==> config.mk <==
export PLATFORM = sky130hd
export DESIGN_NAME = isolde_exec_scheduler
export DESIGN_NICKNAME = d
export VERILOG_FILES = /design/src/rtl/isolde_exec_scheduler.sv
export SDC_FILE = /design/constraint.sdc
export NUM_CORES = 1
export LEC_CHECK = 0
export CORE_MARGIN = 5
export CORE_UTILIZATION = 38
export DETAILED_ROUTE_END_ITERATION = 6
export PLACE_DENSITY = 0.81
export SLEW_MARGIN = 0
export SYNTH_ARGS = -nofsm -noshare
export SYNTH_HDL_FRONTEND = slang
export SYNTH_SLANG_ARGS = --single-unit
==> constraint.sdc <==
create_clock -name clk_i -period 2.2 [get_ports clk_i]
set_input_delay 0.22 -clock clk_i [delete_from_list [all_inputs] [get_ports clk_i]]
set_output_delay 0.22 -clock clk_i [all_outputs]
set_load 0.005 [all_outputs]
==> src/rtl/isolde_exec_scheduler.sv <==
`default_nettype none
// +----------------------------------------------------------------------------+
// | Module   : isolde_exec_scheduler                                           |
// | Purpose  : Dispatches decoded ISOLDE requests to execution units, tracks    |
// |            busy units and, with ISOLDE_SCHED_SCOREBOARD_EN, QPR hazards.    |
// | Revision : 1.0 - initial release                                           |
// +----------------------------------------------------------------------------+
module isolde_exec_scheduler #(
   parameter int NUM_UNITS = 3,
   parameter int RAW       = 5,
   parameter int STALL_W   = 16
) (
   input  logic                           clk_i,
   input  logic                           rst_ni,
   input  logic                           flush_i,
   input  logic                           req_valid_i,
   output logic                           req_gnt_o,
   input  logic [$clog2(NUM_UNITS)-1:0]   req_unit_i,
   input  logic [RAW-1:0]                 req_rd_i,
   input  logic                           req_rd_we_i,
   input  logic [RAW-1:0]                 req_rs1_i,
   input  logic [RAW-1:0]                 req_rs2_i,
   input  logic [1:0]                     req_rs_use_i,
   output logic [NUM_UNITS-1:0]           unit_start_o,
   input  logic [NUM_UNITS-1:0]           unit_done_i,
   output logic [NUM_UNITS-1:0]           unit_busy_o,
   output logic [(2**RAW)-1:0]            pending_o,
   output logic [$clog2(NUM_UNITS+1)-1:0] outstanding_o,
   output logic [STALL_W-1:0]             stall_cnt_o,
   output logic                           busy_o
);

   localparam int                c_unit_w    = $clog2(NUM_UNITS);
   localparam int                c_cnt_w     = $clog2(NUM_UNITS+1);
   localparam int                c_nreg      = 2**RAW;
   localparam logic [c_unit_w:0] c_num_units = (c_unit_w+1)'(NUM_UNITS);

   logic [NUM_UNITS-1:0] r_busy;
   logic [NUM_UNITS-1:0] r_start;
   logic [STALL_W-1:0]   r_stall;

   logic                 w_unit_ok;
   logic                 w_unit_busy;
   logic                 w_hazard;
   logic                 w_gnt;
   logic [NUM_UNITS-1:0] w_set;
   logic [NUM_UNITS-1:0] w_clr;
   logic [c_cnt_w-1:0]   w_outstanding;

   // Out-of-range unit indices are treated as permanently busy so they never grant.
   assign w_unit_ok   = ({1'b0, req_unit_i} < c_num_units);
   assign w_unit_busy = w_unit_ok ? r_busy[req_unit_i] : 1'b1;
   assign w_gnt       = req_valid_i & ~flush_i & ~w_unit_busy & ~w_hazard;

   always_comb begin
      w_set = '0;
      w_clr = '0;
      for (int u = 0; u < NUM_UNITS; u++) begin
         if (w_gnt && (req_unit_i == c_unit_w'(u))) begin
            w_set[u] = 1'b1;
         end
         w_clr[u] = unit_done_i[u] & r_busy[u];
      end
   end

   always_comb begin
      w_outstanding = '0;
      for (int u = 0; u < NUM_UNITS; u++) begin
         w_outstanding = w_outstanding + c_cnt_w'(r_busy[u]);
      end
   end

   always_ff @(posedge clk_i or negedge rst_ni) begin
      if (!rst_ni) begin
         r_busy  <= '0;
         r_start <= '0;
      end else if (flush_i) begin
         r_busy  <= '0;
         r_start <= '0;
      end else begin
         r_busy  <= (r_busy & ~w_clr) | w_set;
         r_start <= w_set;
      end
   end

   always_ff @(posedge clk_i or negedge rst_ni) begin
      if (!rst_ni) begin
         r_stall <= '0;
      end else if (flush_i) begin
         r_stall <= '0;
      end else if (req_valid_i && !w_gnt && (r_stall != '1)) begin
         r_stall <= r_stall + 1'b1;
      end
   end

`ifdef ISOLDE_SCHED_SCOREBOARD_EN
   logic [RAW-1:0]       r_rd [NUM_UNITS];
   logic [NUM_UNITS-1:0] r_rdwe;
   logic [c_nreg-1:0]    r_pending;
   logic [c_nreg-1:0]    w_pend_set;
   logic [c_nreg-1:0]    w_pend_clr;

   assign w_hazard = (req_rd_we_i     & r_pending[req_rd_i])
                   | (req_rs_use_i[0] & r_pending[req_rs1_i])
                   | (req_rs_use_i[1] & r_pending[req_rs2_i]);

   // Set and clear never target the same bit: the hazard check blocks a grant on a pending rd.
   always_comb begin
      w_pend_set = '0;
      w_pend_clr = '0;
      if (w_gnt && req_rd_we_i) begin
         w_pend_set[req_rd_i] = 1'b1;
      end
      for (int u = 0; u < NUM_UNITS; u++) begin
         if (w_clr[u] && r_rdwe[u]) begin
            w_pend_clr[r_rd[u]] = 1'b1;
         end
      end
   end

   always_ff @(posedge clk_i or negedge rst_ni) begin
      if (!rst_ni) begin
         r_pending <= '0;
         r_rdwe    <= '0;
         for (int u = 0; u < NUM_UNITS; u++) begin
            r_rd[u] <= '0;
         end
      end else if (flush_i) begin
         r_pending <= '0;
         r_rdwe    <= '0;
         for (int u = 0; u < NUM_UNITS; u++) begin
            r_rd[u] <= '0;
         end
      end else begin
         r_pending <= (r_pending & ~w_pend_clr) | w_pend_set;
         for (int u = 0; u < NUM_UNITS; u++) begin
            if (w_set[u]) begin
               r_rd[u]   <= req_rd_i;
               r_rdwe[u] <= req_rd_we_i;
            end
         end
      end
   end

   assign pending_o = r_pending;
`else
   logic w_unused;

   assign w_hazard  = 1'b0;
   assign pending_o = '0;
   assign w_unused  = ^{req_rd_i, req_rd_we_i, req_rs1_i, req_rs2_i, req_rs_use_i};
`endif

   assign req_gnt_o     = w_gnt;
   assign unit_start_o  = r_start;
   assign unit_busy_o   = r_busy;
   assign outstanding_o = w_outstanding;
   assign stall_cnt_o   = r_stall;
   assign busy_o        = |r_busy;

   a_unit_range : assert property (@(posedge clk_i) disable iff (!rst_ni)
                                   req_valid_i |-> w_unit_ok);

endmodule
`default_nettype wire

==> impl_results.md <==
- PD cells: 449 mW/mm^2
- Fin worst setup slack: roughly 140 ps
- Distinct cells, synth: 38
- Drt pass-1 iters: 4
- Comb pwr share: 0.144
- Sequential power share: 0.504
- DRT iter0 DRCs: 17
- Max Cap Viol: 0
- Status: finished clean
- Fmax: just under 500 MHz
- Filler cell count: 355
- PortBufs: 34
- Final Cell Area: 0.00183 mm^2
- Drt drc: 0
- Die Ht: 71.6 um
- Setup WS pre-CTS: 19.3 ps
- Most frequent cells in the layout: clkdlybuf4s50_1 (33), conb_1 (32), nor2_1 (22), dfrtp_1 (22), buf_4 (10)
- Clk sinks: 22
- Final #Nets: 224
- Ys async rst share: 1.00
- Largest net degree at the start of global routing: 23
- Initial antenna violation count: 0
- Worst-path clk slew: 80 ps
- Post-CTS Hold Buffers: 0
- Final hold viol count: 0
- Cts bufs inserted: 3
- CP endpoint kind: primary output
- Post-route insts no fill: 242
- Htree depth: 1
- Setup TNS: 0 ps
- Dpl cell area: 0.00178 mm^2
- Die width: approximately 72 um
- Share of cells above drive strength 1: 0.108
- Syn avg cell area: ~9.5 um^2
- Hold Crit Class: primary input to asynchronous set/reset pin
- Peak supply drop: 0.195 mV
- Number of synthesized flops with an enable pin: 0
- Row count: 22
- Starting Density: 0.394
- Gp weighted congestion: 0.786
- Synth Instances: 151
- IO Pins: 85
- Switch share: 0.238
- Pleak: 0.827 nW
- Area delta synth->final: 27.2%
- Net switching power: 0.196 mW
- Final setup fails: 0
- Most common cell after layout, fill and taps aside: clkdlybuf4s50_1
- Crit path DAT: 1840 ps
- Kind of critical path: flop to primary output
- Final worst-path cycle share: 0.937
- P_int: 0.626 mW
- Vias in the first global route: 1065
- Fin util: 0.501
- DRT antenna net count: 0
- Top_reg_cell synth: dfrtp_1
- Antenna cell count: 0
- Min Hold Slack: about 300 ps
- Power, Total: just over 0.8 mW
- Sequential area share after synthesis: 0.382
- Final min period: 2060 ps
- Crit start category: flop
- Hpwl dp: 2270 um
- Final wirelength: slightly below 3000 um
- Wirelength per Cell: ~12 um
- Clk_lat worst skew: 260 ps
- Clock root buffer: clkbuf_8
- Core area: approximately 0.0037 mm^2
- Dpl cells: 238
- Setup Fix Bufs, Post-CTS: 0
- First-pass GRT wire length: 4820 um
- Gr ovfl total: 0
- RSZ-0062 raised after global routing: no
- Count of state elements after synthesis: 22
- CTS Buffer Depth: 2
- Avg Vias per Cell: 4.60
- Required time worst endpoint: 1980 ps
- Die ar.: 0.00513 mm^2
- Post-Synthesis Cell Area: about 0.0014 mm^2
- Crit Path Max Fanout: 6
- Clock Power Share: 0.353
- Clock tree from TritonCTS: done
- Via count: 1112
- Final setup skew: 3.28 ps
- Gr usage total: 0.116
- Yosys warns: 0
- Max Slew Vio Count: 0
## Yosys cell counts, drive strengths merged (2+ instances only)
| cell | n | area share |
|---|---|---|
| nand2b | 2 | 0.0087 |
| nor4b | 2 | 0.012 |
| nand4b | 3 | 0.018 |
| nor2 | 22 | 0.057 |
| xor2 | 4 | 0.024 |
| and4 | 3 | 0.022 |
| nand4 | 5 | 0.022 |
| clkbuf | 2 | 0.0052 |
| nor3b | 2 | 0.010 |
| xnor2 | 7 | 0.043 |
| and2 | 3 | 0.013 |
| dfrtp | 22 | 0.38 |
| buf | 34 | 0.17 |
| nor2b | 3 | 0.013 |
| nand3 | 4 | 0.014 |
| mux2 | 4 | 0.034 |
| nor3 | 4 | 0.017 |
| a21oi | 4 | 0.014 |
| nand2 | 2 | 0.0052 |
| nor4 | 3 | 0.017 |
| inv | 4 | 0.010 |
## worst max-delay path, stage by stage, from the launching register on
cell	delay (ps)
dfrtp_1	450
mux2_2	310
o22a_1	200
nor2_1	100
clkdlybuf4s50_1	510
## what timing repair did
action	in CTS	in global routing
endpoints found under the setup margin	0	1
hold endpoints to repair	0	0
gates resized for setup	0	2
## routing by layer
layer,vias to the layer above,wire [um],global-route usage
li1,537,-,-
met1,523,1230,0.147
met2,48,1400,0.182
met3,4,261,0.0351
met4,0,47,0.0543
met5,-,0,0
## power by group through the flow
stage	clock, mW	sequential, mW	combinational (mW)
6_report	0.290	0.414	0.118
5_1_grt	0.312	0.415	0.134
4_1_cts	0.299	0.414	0.119
3_5_place_dp	0	0.423	0.118
3_3_place_gp	0	0.422	0.117
2_1_floorplan	0	0.426	0.0880
## worst paths after layout
kind	start	end	slack (ps)	depth (start not counted)
max in group asynchronous	rst_ni	stall_cnt_o[7]	1680	2
worst max register to register	stall_cnt_o[0]	stall_cnt_o[11]	240	6
min in group clk_i	req_unit_i[1]	unit_start_o[0]	320	3
worst min register to register	stall_cnt_o[7]	stall_cnt_o[7]	570	2
worst max-delay path	unit_busy_o[2]	req_gnt_o	140	4
worst min-delay path	rst_ni	unit_start_o[1]	300	2
## kinds of logic (layout without fill, tap and decap cells)
group,Yosys count,count (layout),synth area share
other,1,32,0.00260
xor gates and xnor gates,11,11,0.0668
DFF,22,22,0.382
adders and majority gates,2,2,0.0226
buffers and inverters,40,52,0.189
and+or+nand+nor,62,62,0.255
AOI/OAI and AO/OA,9,9,0.0477
muxes,4,4,0.0338
## registers in the layout, indices dropped and copies added (netlist names)
signal and count:
stall_cnt_o 16, unit_busy_o 3, unit_start_o 3
## layout make-up
class,count,area (um^2),area share
multi-input cells,120,734,0.401
flip-flops and latches,22,551,0.300
repair buffers,44,418,0.228
well taps,48,60.1,0.0328
clock buffers,4,55.1,0.0300
inverters,4,15.0,0.00819
Power figures use the tool's default switching activity.
